**src/rtl/boot_pkg.sv**
```systemverilog
// rtl/boot_pkg.sv - shared types and constants for the SPI boot loader
package boot_pkg;

  typedef enum logic [2:0] {
    IDLE, CS_SETUP, CMD, DATA, WRITE, CS_HOLD, DONE, ERROR
  } state_t;

  localparam logic [7:0] SPI_CMD_READ = 8'h03;

  localparam logic [1:0] BOOT_SPI  = 2'd0;
  localparam logic [1:0] BOOT_SRAM = 2'd1;
  localparam logic [1:0] BOOT_DDR  = 2'd2;

  // Flash bytes arrive first-byte-in-MSB; memory wants first byte in [7:0].
  function automatic logic [31:0] byte_swap(input logic [31:0] w);
    return {w[7:0], w[15:8], w[23:16], w[31:24]};
  endfunction

endpackage

```
**src/rtl/spi_shift_engine.sv**
```systemverilog
// rtl/spi_shift_engine.sv - SPI mode-0 SCK generator with 32-bit MSB-first shifter
module spi_shift_engine #(
  parameter int CLK_DIV = 1
) (
  input  logic        clk,
  input  logic        rst,
  input  logic        start,
  input  logic        pause,
  input  logic [31:0] tx_word,
  input  logic        miso,
  output logic        busy,
  output logic        done,
  output logic        sck,
  output logic        mosi,
  output logic [31:0] rx_word
);

  localparam int DW = (CLK_DIV > 1) ? $clog2(CLK_DIV) : 1;

  logic [DW-1:0] div_cnt;
  logic [4:0]    bit_cnt;
  logic [31:0]   tx_sr;
  logic          phase_end;

  assign phase_end = (div_cnt == DW'(CLK_DIV - 1));
  // Combinational so the owner can chain a new start onto the final falling edge.
  assign done = busy && !pause && sck && phase_end && (bit_cnt == 5'd31);

  always_ff @(posedge clk) begin
    if (rst) begin
      busy    <= 1'b0;
      sck     <= 1'b0;
      mosi    <= 1'b0;
      div_cnt <= '0;
      bit_cnt <= '0;
      tx_sr   <= '0;
      rx_word <= '0;
    end else if (start) begin
      busy    <= 1'b1;
      sck     <= 1'b0;
      mosi    <= tx_word[31];
      tx_sr   <= {tx_word[30:0], 1'b0};
      div_cnt <= '0;
      bit_cnt <= '0;
    end else if (busy && !pause) begin
      if (!phase_end) begin
        div_cnt <= div_cnt + DW'(1);
      end else begin
        div_cnt <= '0;
        if (!sck) begin
          sck     <= 1'b1;
          rx_word <= {rx_word[30:0], miso};
        end else begin
          sck <= 1'b0;
          if (bit_cnt == 5'd31) begin
            busy <= 1'b0;
            mosi <= 1'b0;
          end else begin
            bit_cnt <= bit_cnt + 5'd1;
            mosi    <= tx_sr[31];
            tx_sr   <= {tx_sr[30:0], 1'b0};
          end
        end
      end
    end
  end

endmodule

```
**src/rtl/spi_boot_loader.sv**
```systemverilog
// rtl/spi_boot_loader.sv - boot sequencer: strap sampling, SPI flash image copy, CPU release
module spi_boot_loader
  import boot_pkg::*;
#(
  parameter int          CLK_DIV    = 1,
  parameter int          BOOT_WORDS = 1024,
  parameter logic [23:0] FLASH_BASE = 24'h000000,
  parameter logic [31:0] MEM_BASE   = 32'h0000_0000
) (
  input  logic        clk_i,
  input  logic        rst_i,
  input  logic [1:0]  boot_source_i,
  output logic        spi_sck_o,
  output logic        spi_cs_no,
  output logic        spi_mosi_o,
  input  logic        spi_miso_i,
  output logic        wp_no,
  output logic        hold_no,
  output logic        mem_wr_valid_o,
  input  logic        mem_wr_ready_i,
  output logic [31:0] mem_wr_addr_o,
  output logic [31:0] mem_wr_data_o,
  output logic        cpu_rst_o,
  output logic        boot_done_o,
  output logic        boot_err_o
);

  localparam int IW = $clog2(BOOT_WORDS + 1);
  localparam int DW = (CLK_DIV > 1) ? $clog2(CLK_DIV) : 1;

  state_t        state, state_n;
  logic [IW-1:0] index;
  logic [DW-1:0] wait_cnt;
  logic          wait_end, last_word;
  logic          eng_start, eng_busy, eng_done;
  logic [31:0]   eng_tx, eng_rx;

  assign wait_end  = (wait_cnt == DW'(CLK_DIV - 1));
  assign last_word = (index == IW'(BOOT_WORDS - 1));
  assign wp_no     = 1'b1;
  assign hold_no   = 1'b1;

  spi_shift_engine #(.CLK_DIV(CLK_DIV)) u_engine (
    .clk     (clk_i),
    .rst     (rst_i),
    .start   (eng_start),
    .pause   (state == WRITE),
    .tx_word (eng_tx),
    .miso    (spi_miso_i),
    .busy    (eng_busy),
    .done    (eng_done),
    .sck     (spi_sck_o),
    .mosi    (spi_mosi_o),
    .rx_word (eng_rx)
  );

  always_comb begin
    state_n   = state;
    eng_start = 1'b0;
    eng_tx    = '0;
    case (state)
      IDLE: begin
        case (boot_source_i)
          BOOT_SPI:            state_n = CS_SETUP;
          BOOT_SRAM, BOOT_DDR: state_n = DONE;
          default:             state_n = ERROR;
        endcase
      end
      CS_SETUP: begin
        if (wait_end && !eng_busy) begin
          state_n   = CMD;
          eng_start = 1'b1;
          eng_tx    = {SPI_CMD_READ, FLASH_BASE};
        end
      end
      CMD: begin
        if (eng_done) begin
          state_n   = DATA;
          eng_start = 1'b1;
        end
      end
      DATA: begin
        if (eng_done) state_n = WRITE;
      end
      WRITE: begin
        if (mem_wr_ready_i) begin
          if (last_word) begin
            state_n = CS_HOLD;
          end else begin
            state_n   = DATA;
            eng_start = 1'b1;
          end
        end
      end
      CS_HOLD: begin
        if (wait_end) state_n = DONE;
      end
      default: ;
    endcase
  end

  always_ff @(posedge clk_i) begin
    if (rst_i) begin
      state          <= IDLE;
      index          <= '0;
      wait_cnt       <= '0;
      spi_cs_no      <= 1'b1;
      mem_wr_valid_o <= 1'b0;
      mem_wr_addr_o  <= '0;
      mem_wr_data_o  <= '0;
      cpu_rst_o      <= 1'b1;
      boot_done_o    <= 1'b0;
      boot_err_o     <= 1'b0;
    end else begin
      state    <= state_n;
      wait_cnt <= (state_n == state) ? wait_cnt + DW'(1) : '0;
      // CS follows the next state so it falls together with entry into CS_SETUP.
      spi_cs_no      <= !(state_n inside {CS_SETUP, CMD, DATA, WRITE, CS_HOLD});
      mem_wr_valid_o <= (state_n == WRITE);
      if (state == DATA && state_n == WRITE) begin
        mem_wr_addr_o <= MEM_BASE + (32'(index) << 2);
        mem_wr_data_o <= byte_swap(eng_rx);
      end
      if (state == WRITE && state_n == DATA) index <= index + IW'(1);
      cpu_rst_o   <= (state != DONE);
      boot_done_o <= (state == DONE);
      boot_err_o  <= (state == ERROR);
    end
  end

endmodule

```
**config.mk**
```make
export PLATFORM = sky130hd
export DESIGN_NAME = spi_boot_loader
export DESIGN_NICKNAME = d
export VERILOG_FILES = /design/src/rtl/boot_pkg.sv /design/src/rtl/spi_shift_engine.sv /design/src/rtl/spi_boot_loader.sv
export SDC_FILE = /design/constraint.sdc
export NUM_CORES = 1
export LEC_CHECK = 0
export CAP_MARGIN = 5
export CORE_MARGIN = 4
export CORE_UTILIZATION = 52
export CTS_CLUSTER_DIAMETER = 30
export DETAILED_ROUTE_END_ITERATION = 8
export GPL_TIMING_DRIVEN = 0
export PLACE_DENSITY = 0.79
export RECOVER_POWER = 100
export SLEW_MARGIN = 25
export SYNTH_ARGS = -nofsm -noshare
export SYNTH_HDL_FRONTEND = slang
export SYNTH_SLANG_ARGS = --single-unit
```
**constraint.sdc**
```tcl
create_clock -name clk_i -period 2.35 [get_ports clk_i]
set_input_delay 0.3525 -clock clk_i [delete_from_list [all_inputs] [get_ports clk_i]]
set_output_delay 0.3525 -clock clk_i [all_outputs]
set_load 0.02 [all_outputs]
```
==> impl_summary.txt, run 1 <==
----------------------------------------------------
[Floorplan]
  Die Height ... approximately 100 um
  Die Footprint ... about 0.010 sq mm
  Initial standard-cell utilization of the core ... 53.46%
  I/O pin count ... ~80
  Die Wd ... about 100 um
  Area of the placeable core ... just over 0.008 sq mm
  Rows ... 33

[Clocking]
  CTS tree ... built
  Inserted Clock Buffers ... 9
  Clock Latency Late Sink ... between 0.3 and 0.4 ns
  Clock slew at the register clock pins of the worst setup and hold paths ... around 0.1 ns
  CTS Buffer Depth ... 2
  H-tree level count ... 3
  Post-CTS Hold Fix Bufs ... 0
  Clock root cell ... clkbuf_8
  Num Clock Sinks ... 110

[Global route]
  Pin count of the biggest net entering global routing ... 17
  Global route total overflow ... 0
  Vias in the first global route ... ~3600
  Global-route wire length before repair ... around 16000 um
  Global router's overall resource usage ... between 10% and 20%
  Antenna violations before repair ... 0

[Critical path]
  Startpoint types ... flop
  WP data required ... 2.59 ns
  Critical path capture point type ... flop
  Worst setup path category ... flop to flop
  Endpoint arrival time on the critical path ... 2.42 ns
  Worst-path maximum fanout ... 10

[Timing]
  Final Hold Vio Count ... 0
  Max-slew violation count ... 0
  Min cycle time layout ... approximately 2.2 ns
  Hold Worst Slack ... between 0.4 and 0.5 ns
  Measured slew at the worst slew-check pin ... around 0.94 ns
  Relative slew slack ... between 30% and 40%
  Total negative slack for setup checks ... 0 ns
  Count of final setup violators ... 0
  Final worst path period share ... around 93%
  Layout Skew ... around 0.0099 ns
  Fmax ... roughly 0.46 GHz

[Routing]
  Total wirelength of the detailed-routed design ... 9548 um
  DRT iter0 DRCs ... 154
  Final routed wire length divided by cell count ... roughly 13 um
  Number of vias per cell ... approximately 5.3
  Post-detailed-route count of antenna-violating nets ... 0
  Final routed DRC violation total ... 0
  Total number of vias ... just under 4000
  Router iterations before antenna repair ... 5

[Logic synthesis]
  Post-synthesis average cell area ... 8.165 sq um
  Top cells by instance count after synthesis ... nand2_1 (157), dfxtp_1 (110), a21oi_1 (87)
  Number of standard cells after synthesis ... ~540
  Leading register cell type out of synthesis ... dfxtp_1
  Number of distinct library cell variants in the gate-level netlist after synthesis ... 50
  Sequential fraction of the synthesis area ... roughly half
  Post-synth EDFFs ... 0
  Top area cells in the synthesized netlist ... dfxtp_1 (50%), nand2_1 (13%), a21oi_1 (9.9%)
  Async S/R FF share, synth ... 0%
  Number of warning messages in the yosys log ... 0
  Yosys top cell by area ... dfxtp_1
  Synthesized cell area ... 0.004393 sq mm
  Top-count cell post-synth ... nand2_1
  Number of register bits inferred by synthesis ... 110
  Portion of synthesized cell area occupied by the leading cell type ... between 50% and 60%

[Final layout]
  Growth of design area from synthesis to finish ... 21.67%
  Final instance area ... 0.005345 sq mm
  Fill cells ... roughly 730
  Post-layout nets ... 635
  Fraction of layout instances using a drive strength above 1 ... between 10% and 20%
  Count of placed standard cells in the final layout, fillers left out ... 732
  Total inserted antenna cells ... 0

[Pwr]
  Power Density ... 652.0 mW/mm^2
  Leak pwr ... between 2 and 2.5 nW
  Final Power ... about 3.5 mW
  Worst IR Drop VDD ... 0.3492 mV

[Placed design]
  Cell area after placement ... ~0.0052 sq mm
  GP Congestion ... roughly 0.91
  IO buf count ... 55
  Placed cells ... 719
  Detailed-placement wirelength estimate ... just under 7000 um

[Outcome]
  Result of the run ... completed

[Job]
  Maximum Capacitance Violations ... 0

[Worst hold path]
  Worst min path class ... flop to flop

----------------------------------------------------
## cell usage in the layout (no fill, tap or decap), types with 9 or more instances in the layout
cell type      netlist  routed
o21ai_0             10      10
nor3_1               9       9
nor2_1              11      10
dfxtp_1            110     110
clkbuf_1            29      21
nor2_2              10      10
clkbuf_8             0       9
a21oi_1             87      87
nand2_1            157     157
or3_1                9       9
dlygate4sd3_1        0      52
nand3_1             10      10
conb_1               2      23
buf_4               23      23
## power breakdown
part	switching [mW]	internal, mW	leakage (nW)
sequential	0.0372	1.90	0.888
combinational	0.311	0.165	1.04
clock	0.592	0.476	0.0912
## area by class of cell
cell class | instances | area (sq um) | area share (%)
plain buffers | 55 | 312.8 | 5.852
repair buffers | 55 | 550.5 | 10.30
clock inverters | 4 | 48.80 | 0.9129
clock buffers | 9 | 123.9 | 2.317
well taps | 105 | 131.4 | 2.458
flip-flops and latches | 110 | 2202 | 41.20
multi-input cells | 388 | 1953 | 36.54
inverters | 6 | 22.52 | 0.4213
## metal layers
layer / part of all wire [%] / GRT usage (%) / vias to the layer above / wire length (um)
li1: - / - / 1927 / -
met1: 46 / 25.71 / 1819 / 4357
met2: 47 / 32.43 / 101 / 4516
met3: 5.2 / 2.919 / 14 / 493
met4: 1.9 / 9.139 / 0 / 180
met5: 0 / 0 / - / 0
## kinds of logic after synthesis
kind of cell / Yosys count / share of synthesized area [%]
and+or+nand+nor: 237 / 24.69
AOI/OAI and AO/OA: 111 / 13.64
DFF: 110 / 50.13
buffers and inverters: 61 / 7.405
muxes: 8 / 1.823
xor gates and xnor gates: 5 / 0.9968
adders and majority gates: 4 / 1.139
other: 2 / 0.1710
## sequential cells by signal, summed over array words and instances (netlist names), 3 cells and up
name and count:
index 11, mem_wr_addr_o 11, mem_wr_data_o 32, state 3, u_engine.bit_cnt 5, u_engine.rx_word 32
u_engine.tx_sr 7
## timing repair
item,CTS,global route
setup buffers,0,0
resized for setup,5,12
endpoints found under the setup margin,37,42
## metrics by stage
stage          worst slack [ns]  util, %
6_report                 0.1672    65.05
5_1_grt                -0.02269    65.05
4_1_cts                 0.02410    64.92
3_5_place_dp           -0.06299    62.72
3_3_place_gp           -0.01248    62.72
2_1_floorplan            0.4266        -
## critical path: stages, from the launching register on
cell and delay, ns:
dfxtp_1 0.38, ha_1 0.17, and3_1 0.16, ha_1 0.24, nand4_1 0.21, or2_0 0.27, clkbuf_2 0.21, clkbuf_2 0.23
nand2_1 0.11, a21oi_1 0.06
## final timing paths
check,from,to,slack [ns],cells past startpoint
setup / recovery,u_engine.bit_cnt[0]$_SDFFE_PP0P_,mem_wr_data_o[10]$_SDFFE_PP0P_,0.17,9
hold / removal,mem_wr_addr_o[8]$_SDFFE_PP0P_,mem_wr_addr_o[8]$_SDFFE_PP0P_,0.45,2
setup reg to reg,u_engine.bit_cnt[0]$_SDFFE_PP0P_,mem_wr_data_o[10]$_SDFFE_PP0P_,0.17,9
hold reg to reg,mem_wr_addr_o[8]$_SDFFE_PP0P_,mem_wr_addr_o[8]$_SDFFE_PP0P_,0.45,2
Note: power is estimated with default switching activity, not from simulation.
==> run 2: changes to the inputs <==
--- a/config.mk
+++ b/config.mk
@@ -5,12 +5,12 @@
 export SDC_FILE = /design/constraint.sdc
 export NUM_CORES = 1
 export LEC_CHECK = 0
-export CAP_MARGIN = 5
-export CORE_MARGIN = 4
+export CAP_MARGIN = 30
 export CORE_UTILIZATION = 52
 export CTS_CLUSTER_DIAMETER = 30
 export DETAILED_ROUTE_END_ITERATION = 8
 export GPL_TIMING_DRIVEN = 0
+export HOLD_SLACK_MARGIN = 0.1
 export PLACE_DENSITY = 0.79
 export RECOVER_POWER = 100
 export SLEW_MARGIN = 25
==> impl_summary.txt, run 2 (synthesized netlist as in run 1, its figures left out) <==
----------------------------------------------------
[Outcome]
  Result of the run ... completed

[Critical path]
  Cell-by-cell listing of the critical path ... dlygate4sd3_1, nor4bb_1, clkbuf_1, o31a_1, or4_1, buf_2, nor2_1
  Number of buffer and inverter stages on the critical path ... 3
  Startpoint types ... primary input
  Critical path capture point type ... flop
  WP data required ... roughly 2.6 ns
  Worst-path maximum fanout ... 10
  Worst setup path category ... primary input to flop
  Delay of the slowest critical-path stage ... 0.59 ns
  Crit path max-delay cell type ... dlygate4sd3_1
  Family of cells with the greatest summed delay on the critical path ... buffers and inverters
  Endpoint arrival time on the critical path ... roughly 2.5 ns

[Clocking]
  Clock root cell ... clkbuf_8
  Inserted Clock Buffers ... 9
  Post-CTS Hold Fix Bufs ... 0
  CTS Buffer Depth ... 2
  H-tree level count ... 3
  Clock slew at the register clock pins of the worst setup and hold paths ... about 0.1 ns
  CTS tree ... built
  Num Clock Sinks ... 110
  Clock Latency Late Sink ... approximately 0.38 ns

[Routing]
  Final routed wire length divided by cell count ... 12.74 um
  Total number of vias ... between 3000 and 4000
  Post-detailed-route count of antenna-violating nets ... 0
  Number of vias per cell ... 5.184
  Router iterations before antenna repair ... 4
  Total wirelength of the detailed-routed design ... ~9400 um
  DRT iter0 DRCs ... around 130
  Final routed DRC violation total ... 0

[Placed design]
  Placed cells ... between 700 and 800
  Cell area after placement ... between 0.005 and 0.006 sq mm
  GP Congestion ... 0.8434
  IO buf count ... 55
  Detailed-placement wirelength estimate ... approximately 6700 um
  Worst-case setup slack after placement ... -0.1125 ns

[Timing]
  Min cycle time layout ... about 2.2 ns
  Unrepaired setup endpoints after global routing ... false
  Final worst path period share ... 93.69%
  Fmax ... around 0.45 GHz
  Final Hold Vio Count ... 0
  Final setup slack of the worst path ... ~0.15 ns
  Hold Worst Slack ... 0.4574 ns
  Layout Skew ... approximately 0.0063 ns
  Max-slew violation count ... 0
  Total negative slack for setup checks ... 0 ns
  Relative slew slack ... about a third
  Count of final setup violators ... 0
  Measured slew at the worst slew-check pin ... about 0.98 ns

[Floorplan]
  Initial standard-cell utilization of the core ... 53.73%
  Die Wd ... roughly 94 um
  Area of the placeable core ... about 0.008 sq mm
  Rows ... 33
  Die Height ... 93.92 um
  I/O pin count ... 79
  Die Footprint ... between 0.008 and 0.009 sq mm

[Final layout]
  Final instance area ... 0.005341 sq mm
  Fraction of layout instances using a drive strength above 1 ... between 10% and 20%
  Fill cells ... between 700 and 800
  Post-layout nets ... approximately 640
  Largest registers in the final layout ... mem_wr_data_o x32, u_engine.rx_word x32
  Total inserted antenna cells ... 0
  Count of placed standard cells in the final layout, fillers left out ... approximately 740
  Final core occ ... between 60% and 70%
  Most common library cell in the layout ignoring fill and taps ... nand2_1
  Commonest cells after routing, fill and taps aside ... nand2_1 (157), dfxtp_1 (110), a21oi_1 (87)
  Growth of design area from synthesis to finish ... 21.59%

[Global route]
  GR Layer Usage met2 ... between 30% and 40%
  Global route total overflow ... 0
  Antenna violations before repair ... 0
  Met1 Track Usage GR ... 29.29%
  Layer with the highest usage ... met2
  Global-route wire length before repair ... between 15000 and 20000 um
  Global router's overall resource usage ... between 20% and 30%
  Pin count of the biggest net entering global routing ... 19
  Met3 track utilization from global routing ... under 10%
  Vias in the first global route ... between 3000 and 4000

[Worst hold path]
  Worst min path class ... flop to flop

[Pwr]
  Final Power ... approximately 3.5 mW
  Power Density ... 648.5 mW/mm^2
  Worst IR Drop VDD ... about 0.44 mV
  Leak pwr ... 2.009 nW

[Job]
  Maximum Capacitance Violations ... 0

----------------------------------------------------
==> run 2: cell count changes in the layout (fill, tap and decap cells not counted), moves of 2 or more <==
cell / before / now
clkinv_4: 0 / 3
nor2_1: 10 / 13
nor2_2: 10 / 7
clkinv_2: 2 / 0
==> run 2: layout make-up <==
| cell class | count | area, sq um | share of cell area (%) |
|---|---|---|---|
| clock inverters | 5 | 45.04 | 0.8433 |
| flip-flops and latches | 110 | 2202 | 41.23 |
| clock buffers | 11 | 131.4 | 2.460 |
| well taps | 105 | 131.4 | 2.460 |
| multi-input cells | 388 | 1948 | 36.47 |
| inverters | 6 | 22.52 | 0.4216 |
| plain buffers | 55 | 310.3 | 5.809 |
| repair buffers | 55 | 550.5 | 10.31 |
==> run 2: repair_timing <==
action,in CTS,in global routing
setup buffers,0,0
setup endpoints to repair,40,42
pin swaps,0,1
gates cloned,0,0
gates resized for setup,3,22
==> run 2: path summary, 6_finish.rpt <==
kind                                                        from                          endpoint  slack, ns  cells past startpoint
worst max register to register  u_engine.bit_cnt[0]$_SDFFE_PP0P_  u_engine.bit_cnt[3]$_SDFFE_PP0P_       0.20                      8
worst max-delay path                              mem_wr_ready_i  u_engine.bit_cnt[3]$_SDFFE_PP0P_       0.15                      7
worst min-delay path              mem_wr_data_o[30]$_SDFFE_PP0P_    mem_wr_data_o[30]$_SDFFE_PP0P_       0.46                      2
worst min register to register    mem_wr_data_o[30]$_SDFFE_PP0P_    mem_wr_data_o[30]$_SDFFE_PP0P_       0.46                      2
==> run 2: where the power goes <==
part | internal (mW) | switching (mW) | leakage (nW)
Clock | 0.400 | 0.650 | 0.0856
Combinational | 0.162 | 0.310 | 1.04
Sequential | 1.90 | 0.0385 | 0.888
==> run 2: worst register-to-register path: cells and delay by family, from the launching register on <==
kind,cells,cell delay [ns]
buffers and inverters,1,0.24
adder cells (fa/ha/maj),2,0.41
AND/OR/NAND/NOR,5,1.09
flip-flops,1,0.35
==> run 2: routing by layer <==
metal,vias up,part of all wire (%)
met5,-,0
met4,0,1.4
met3,11,5.5
met2,88,48
met1,1783,45
li1,1928,-
==> run 3: changes to the inputs <==
--- a/config.mk
+++ b/config.mk
@@ -6,12 +6,13 @@
 export NUM_CORES = 1
 export LEC_CHECK = 0
 export CAP_MARGIN = 30
-export CORE_UTILIZATION = 52
+export CORE_MARGIN = 4
+export CORE_UTILIZATION = 56
 export CTS_CLUSTER_DIAMETER = 30
 export DETAILED_ROUTE_END_ITERATION = 8
 export GPL_TIMING_DRIVEN = 0
 export HOLD_SLACK_MARGIN = 0.1
-export PLACE_DENSITY = 0.79
+export PLACE_DENSITY = 0.84
 export RECOVER_POWER = 100
 export SLEW_MARGIN = 25
 export SYNTH_ARGS = -nofsm -noshare
==> constraint.sdc (replaced) <==
create_clock -name clk_i -period 2.8 [get_ports clk_i]
set_input_delay 0.42 -clock clk_i [delete_from_list [all_inputs] [get_ports clk_i]]
set_output_delay 0.42 -clock clk_i [all_outputs]
set_load 0.02 [all_outputs]
==> impl_summary.txt, run 3 (synthesized netlist as in run 1, its figures left out) <==
----------------------------------------------------
[Outcome]
  Result of the run ... completed

[Placed design]
  Detailed-placement wirelength estimate ... 6883 um
  GP Congestion ... ~0.88
  IO buf count ... 55

[Timing]
  Final Hold Vio Count ... 0
  Layout Skew ... roughly 0.01 ns
  Final worst path period share ... roughly nine tenths
  Min cycle time layout ... around 2.5 ns
  Relative slew slack ... approximately a third
  Count of final setup violators ... 0
  Measured slew at the worst slew-check pin ... between 0.9 and 1 ns
  Unrepaired setup endpoints after global routing ... false
  Hold Worst Slack ... roughly 0.46 ns
  Fmax ... 0.4018 GHz
  Total negative slack for setup checks ... 0 ns
  Max-slew violation count ... 0

[Critical path]
  Cell-by-cell listing of the critical path ... dlygate4sd3_1, nor4bb_1, clkbuf_1, o31a_1, or4_1, clkbuf_1, nor2_2
  Flop-to-flop setup slack ... around 0.38 ns
  Startpoint types ... primary input
  CP most frequent cell ... clkbuf_1
  Critical path capture point type ... flop
  Worst-path maximum fanout ... 10
  WP data required ... 3.04 ns
  Crit path max-delay cell type ... dlygate4sd3_1
  Worst setup path category ... primary input to flop
  Endpoint arrival time on the critical path ... between 2 and 3 ns
  Delay of the slowest critical-path stage ... just under 0.6 ns

[Routing]
  Total wirelength of the detailed-routed design ... ~10000 um
  Router iterations before antenna repair ... 5
  Number of vias per cell ... around 5.4
  Final routed wire length divided by cell count ... 13.29 um
  DRT iter0 DRCs ... about 180
  Total number of vias ... around 4000
  Post-detailed-route count of antenna-violating nets ... 0
  Final routed DRC violation total ... 0

[Clocking]
  H-tree level count ... 3
  Post_cts resized ... 0
  Clock Latency Late Sink ... approximately 0.37 ns
  Post-CTS Hold Fix Bufs ... 0
  Inserted Clock Buffers ... 9
  Count of buffers added by post-CTS timing repair for setup ... 0
  Clock slew at the register clock pins of the worst setup and hold paths ... 0.10 ns
  Clock root cell ... clkbuf_8
  CTS tree ... built
  CTS Buffer Depth ... 2
  Num Clock Sinks ... 110

[Floorplan]
  Die Wd ... approximately 97 um
  Initial standard-cell utilization of the core ... between 50% and 60%
  Die Height ... a little under 100 um
  Rows ... 32
  Area of the placeable core ... just under 0.008 sq mm
  I/O pin count ... between 70 and 80
  Die Footprint ... 0.009326 sq mm

[Final layout]
  Commonest cells after routing, fill and taps aside ... nand2_1 (157), dfxtp_1 (110), a21oi_1 (87)
  Fraction of layout instances using a drive strength above 1 ... 8.413%
  Most common library cell in the layout ignoring fill and taps ... nand2_1
  Total inserted antenna cells ... 0
  Largest registers in the final layout ... mem_wr_data_o x32, u_engine.rx_word x32
  Post-layout nets ... 636
  Growth of design area from synthesis to finish ... 21.33%

[Global route]
  Global router's overall resource usage ... roughly 22%
  Vias in the first global route ... between 3000 and 4000
  Pin count of the biggest net entering global routing ... 19
  Global route total overflow ... 0
  Global-route wire length before repair ... about 16000 um
  Antenna violations before repair ... 0

[Pwr]
  Power Density ... approximately 560 mW/mm^2
  Worst IR Drop VDD ... about 0.33 mV
  Leak pwr ... between 1.5 and 2 nW
  Final Power ... around 3.0 mW

[Worst hold path]
  Worst min path class ... flop to flop

[Job]
  Maximum Capacitance Violations ... 0

----------------------------------------------------
-- run 3: power by group --
part           switching (mW)  total (mW)  internal, mW  leakage, nW
Sequential             0.0305        1.63          1.60        0.888
Combinational           0.265       0.399         0.134         1.01
Clock                   0.534       0.951         0.417        0.100
Total                   0.829        2.98          2.15         1.99
-- run 3: stage by stage --
step | cell area (sq um) | util (%) | worst slack [ns] | cells
finish | 5330 | 69.34 | 0.3115 | 732
CTS | 5344 | 69.52 | 0.4082 | 731
global route | 5330 | 69.34 | 0.1404 | 732
global placement | 5150 | 66.99 | 0.4237 | 716
floorplan | 4472 | - | 0.8766 | 559
detailed placement | 5150 | 66.99 | 0.4214 | 716
-- run 3: worst max-delay path, delay by kind of cell --
family,cells,cell delay [ns]
AND/OR/NAND/NOR,3,0.57
buffers and inverters,3,1.41
AO/OA/AOI/OAI,1,0.32
-- run 3: layer usage --
layer  up-vias  global-route usage, %  wire, um
li1       1939                      -         -
met1      1819                  28.21      4217
met2       139                  36.95      4765
met3        21                  3.253       547
met4         0                  9.930       201
met5         -                      0         0
-- run 3: area by class of cell --
cell class	instances	area, sq um
Fill cell	630	2357
Sequential cell	110	2202
Multi-Input combinational cell	388	1936
Timing Repair Buffer	56	554.3
Buffer	55	294.0
Tap cell	102	127.6
Clock buffer	9	123.9
Clock inverter	6	70.07
Inverter	6	22.52
-- run 3: worst paths after layout --
kind | from | end | cells past startpoint
setup / recovery | mem_wr_ready_i | u_engine.tx_sr[27]$_SDFFE_PP0P_ | 7
setup reg to reg | u_engine.bit_cnt[0]$_SDFFE_PP0P_ | mem_wr_data_o[23]$_SDFFE_PP0P_ | 8
hold / removal | mem_wr_addr_o[6]$_SDFFE_PP0P_ | mem_wr_addr_o[6]$_SDFFE_PP0P_ | 2
hold reg to reg | mem_wr_addr_o[6]$_SDFFE_PP0P_ | mem_wr_addr_o[6]$_SDFFE_PP0P_ | 2
